===== src/rtl/seq_mult5.sv =====
// Sequential 5x5 unsigned shift-add multiplier: one ripple add and right shift per clock, 10-bit registered product.
// Optional MULT_OVF_FLAG_EN adds a registered ovf output (product does not fit in 5 bits).
module seq_mult5 #(
  parameter int WIDTH = 5,
  parameter int CNT_W = 3
) (
  input  logic               clk,
  input  logic               rst_n,
  input  logic               start,
  input  logic [WIDTH-1:0]   a,
  input  logic [WIDTH-1:0]   b,
  output logic [2*WIDTH-1:0] product,
`ifdef MULT_OVF_FLAG_EN
  output logic               ovf,
`endif
  output logic               busy,
  output logic               done
);

  typedef enum logic [1:0] {IDLE, RUN, DONE} state_t;

  state_t             state_q, state_d;
  logic [WIDTH-1:0]   mcand_q, mcand_d;
  logic [2*WIDTH-1:0] p_q, p_d;
  logic [CNT_W-1:0]   cnt_q, cnt_d;
  logic [2*WIDTH-1:0] product_q, product_d;
`ifdef MULT_OVF_FLAG_EN
  logic               ovf_q, ovf_d;
`endif

  logic [WIDTH-1:0]   addend;
  logic [WIDTH-1:0]   sum;
  logic               cout;
  logic               carry;
  logic [2*WIDTH-1:0] p_shift;

  // Ripple-carry adder: upper half of P plus the multiplicand gated by P[0].
  always_comb begin
    addend = p_q[0] ? mcand_q : '0;
    sum    = '0;
    carry  = 1'b0;
    for (int i = 0; i < WIDTH; i++) begin
      sum[i] = p_q[WIDTH+i] ^ addend[i] ^ carry;
      carry  = (p_q[WIDTH+i] & addend[i]) | (carry & (p_q[WIDTH+i] ^ addend[i]));
    end
    cout    = carry;
    p_shift = {cout, sum, p_q[WIDTH-1:1]};
  end

  always_comb begin
    state_d   = state_q;
    mcand_d   = mcand_q;
    p_d       = p_q;
    cnt_d     = cnt_q;
    product_d = product_q;
`ifdef MULT_OVF_FLAG_EN
    ovf_d     = ovf_q;
`endif
    unique case (state_q)
      IDLE: begin
        if (start) begin
          mcand_d = a;
          p_d     = {{WIDTH{1'b0}}, b};
          cnt_d   = '0;
          state_d = RUN;
        end
      end
      RUN: begin
        p_d   = p_shift;
        cnt_d = cnt_q + CNT_W'(1);
        if (cnt_q == CNT_W'(WIDTH - 1)) begin
          product_d = p_shift;
`ifdef MULT_OVF_FLAG_EN
          ovf_d     = (p_shift[2*WIDTH-1:WIDTH] != '0);
`endif
          state_d   = DONE;
        end
      end
      DONE:    state_d = IDLE;
      default: state_d = IDLE;
    endcase
  end

  always_ff @(posedge clk or negedge rst_n) begin
    if (!rst_n) begin
      state_q   <= IDLE;
      mcand_q   <= '0;
      p_q       <= '0;
      cnt_q     <= '0;
      product_q <= '0;
`ifdef MULT_OVF_FLAG_EN
      ovf_q     <= 1'b0;
`endif
    end else begin
      state_q   <= state_d;
      mcand_q   <= mcand_d;
      p_q       <= p_d;
      cnt_q     <= cnt_d;
      product_q <= product_d;
`ifdef MULT_OVF_FLAG_EN
      ovf_q     <= ovf_d;
`endif
    end
  end

  // Outputs decode registered state only, so no input reaches an output combinationally.
  assign product = product_q;
  assign busy    = (state_q == RUN);
  assign done    = (state_q == DONE);
`ifdef MULT_OVF_FLAG_EN
  assign ovf     = ovf_q;
`endif

endmodule

===== config.mk =====
export PLATFORM = sky130hd
export DESIGN_NAME = seq_mult5
export DESIGN_NICKNAME = d
export VERILOG_FILES = /design/src/rtl/seq_mult5.sv
export SDC_FILE = /design/constraint.sdc
export NUM_CORES = 1
export LEC_CHECK = 0
export BUFFER_PORTS_ARGS = -buffer_cell sky130_fd_sc_hd__buf_2
export CAP_MARGIN = 15
export CORE_ASPECT_RATIO = 1.5
export CORE_MARGIN = 3
export CORE_UTILIZATION = 55
export DETAILED_ROUTE_END_ITERATION = 7
export GPL_TIMING_DRIVEN = 0
export PLACE_DENSITY = 0.76
export SETUP_SLACK_MARGIN = 0.02
export SYNTH_ARGS = -nofsm -noshare
export SYNTH_HDL_FRONTEND = slang
export SYNTH_SLANG_ARGS = --single-unit
export TNS_END_PERCENT = 10

===== constraint.sdc =====
create_clock -name clk -period 7.35 [get_ports clk]
set_input_delay 1.47 -clock clk [delete_from_list [all_inputs] [get_ports clk]]
set_output_delay 1.47 -clock clk [all_outputs]
set_load 0.01 [all_outputs]

==> run metrics <==
# H-tree levels 2; DRT Pass-1 Iters 4; vias 921; share of cells above drive strength 1 35.4%; CTS root buf clkbuf_4; critical-path cell list nand2b_1 -> inv_1 -> buf_2; crit path from state_q[1]$_DFFE_PN0P_; routability cong. 0.761; GRT Residual Overflow 0; syn nets 132; Tightest Pin Transition 0.661 ns; final net count 163; number of global-route vias before repair 992; Synth area leader dfrtp_1; number of synthesized register bits 30; Post-CTS Setup Bufs 0; Tmin final 2.69 ns; crit path buf inv count 2; top cell type's share of synthesized area 54.2%; Worst-Skew Late Latency 0.34 ns; Slew Limit Fails 0; maximum vdd drop 0.261 mV; Psw 0.280 mW; mean routed wirelength per cell 15.8 um; CP required 5.88 ns; Post-Syn Instances 112; CP delay by family, top flip-flops; Slowest cell on crit path dfrtp_1; crit path kind register to output port; final WL 2640 um; fmax 0.372 GHz; top cells by count, synth dfrtp_1 (30), inv_1 (12), nand2_1 (11); Async S/R FF share, synth 100%; Hold/Removal Path Class register to register; Die ar. 0.00317 sq mm; all-layer global routing usage 20.6%; Avg Cell Area, Syn 12.4 sq um; Post-Place Setup Slack 4.72 ns; HPWL after DPL 1920 um; Slew HR 55.9%; status finished clean; Ant. Diodes 0; RSZ-0062 raised after global routing no; clk buf depth 2; Pleak 0.804 nW; Die W 47.0 um; clk sinks 30; share of the cycle needed by the critical path after routing 36.6%; initial drt markers 19; PD cells 491 mW/mm^2; Seq/Total Area, Yosys 54.2%; endpoint class of the critical path output port; mapped cell area 0.00139 sq mm; Yosys warnings 0; CP arrival 1.22 ns; CTS tree built; Clk pwr share 21.6%; Setup WS post-layout 4.66 ns; critical path peak fanout 6; Logic pwr share 41.1%; die height 67.5 um; PortBufs 24; Cell Int Power 0.527 mW; most frequent cell after synthesis dfrtp_1; Hold Vio Cnt, Final 0; Ports 25; Routed Antenna Nets 0; largest net degree at the start of global routing 31; Distinct cells, synth 23; Worst-path clk slew 0.10 ns; CP max stage delay 0.43 ns; Syn-to-layout area delta 18.8%; hold path start product[9]$_DFFE_PN0P_; CTS Buf Count 5; Switching Fraction 34.7%; Rows 21; Worst Setup Start Kind register; CTS Hold Bufs 0; clk_skew 0.00832 ns; MaxCap Viol Count 0; EDFF count, synth 0; Synth Flop Type dfrtp_1; DRC 0; via density per instance 5.51; starting density of the core 59.9%; global-route wire length before repair 4420 um; Core Area 0.00231 sq mm; dominant cells by area after synthesis dfrtp_1 (54%), mux2_2 (7.3%), fa_1 (5.8%); Setup TNS 0 ns; Reg power frac 37.3%; initial antenna violation count 0; setup violators final 0; post_cts resized 0; RR Startpoint p_q[0]$_DFFE_PN0P_
==> worst register-to-register path, cell delays in order, from the launching register on <==
cell     delay (ns)
dfrtp_1        0.45
and2_1         0.19
ha_1           0.17
inv_1          0.06
fa_1           0.15
inv_1          0.05
fa_1           0.39
fa_1           0.38
inv_1          0.08
fa_1           0.43
o21ai_0        0.18
==> flip-flops by register name, summed over array words and instances, names as in the netlist <==
register  cells
state_q       2
mcand_q       5
cnt_q         3
product      10
p_q          10
==> logic make-up (layout without fill, tap and decap cells) <==
| kind of cell | count (synthesis) | count (layout) | synth area share, % |
|---|---|---|---|
| compound gates | 27 | 27 | 12.1 |
| fa+ha+maj | 7 | 7 | 8.49 |
| buf+inv | 15 | 47 | 5.24 |
| flops | 30 | 30 | 54.2 |
| mux | 12 | 12 | 10.6 |
| simple gates | 21 | 21 | 9.39 |
==> power by group through the flow <==
stage / combinational [mW] / clock, mW / sequential, mW
2_1_floorplan: 0.231 / 0 / 0.306
3_3_place_gp: 0.320 / 0 / 0.300
3_5_place_dp: 0.337 / 0 / 0.305
4_1_cts: 0.339 / 0.179 / 0.302
5_1_grt: 0.382 / 0.186 / 0.311
6_report: 0.332 / 0.174 / 0.301
==> area by class of cell <==
cell class,count,area [sq um]
Buffer,3,27.5
Clock buffer,6,51.3
Clock inverter,2,60.1
Fill cell,173,667
Inverter,12,45.0
Multi-Input combinational cell,67,562
Sequential cell,30,751
Tap cell,23,28.8
Timing Repair Buffer,24,120
==> placed cells by master (no fill, tap or decap), drive strengths merged, types with 2 or more instances in the layout <==
master,count
ha,3
mux2,12
nand2b,3
and2,3
bufinv,2
a22o,3
o21ai,8
o22ai,8
dfrtp,30
nor2,2
clkbuf,6
nand2,11
fa,4
buf,27
inv,12
a21oi,5
==> final timing paths <==
| path | cells past startpoint | slack (ns) | to |
|---|---|---|---|
| worst max-delay path | 3 | 4.66 | busy |
| worst min-delay path | 2 | 0.49 | product[9]$_DFFE_PN0P_ |
| worst max register to register | 10 | 4.72 | product[8]$_DFFE_PN0P_ |
| worst min register to register | 2 | 0.49 | product[9]$_DFFE_PN0P_ |
| max in group asynchronous | 1 | 5.77 | mcand_q[1]$_DFFE_PN0P_ |
| min in group asynchronous | 1 | 1.15 | p_q[0]$_DFFE_PN0P_ |
==> stage by stage <==
| step | total power [mW] | util [%] | instances | hold slack, ns | area, sq um |
|---|---|---|---|---|---|
| after detailed placement | 0.641 | 66.3 | 159 | 0.469 | 1530 |
| after CTS | 0.820 | 71.2 | 167 | 0.493 | 1650 |
| after floorplan | 0.537 | - | 112 | 0.450 | 1390 |
| after global placement | 0.620 | 66.3 | 159 | 0.463 | 1530 |
| after global routing | 0.879 | 71.2 | 167 | 0.525 | 1650 |
| final | 0.808 | 71.2 | 167 | 0.486 | 1650 |
==> routing by layer <==
layer | share of wire [%] | GRT usage, %
met5 | 0 | 0
met2 | 52 | 31.3
met1 | 40 | 23.5
met3 | 5.1 | 4.53
met4 | 2.7 | 17.3
Power figures use the tool's default switching activity.
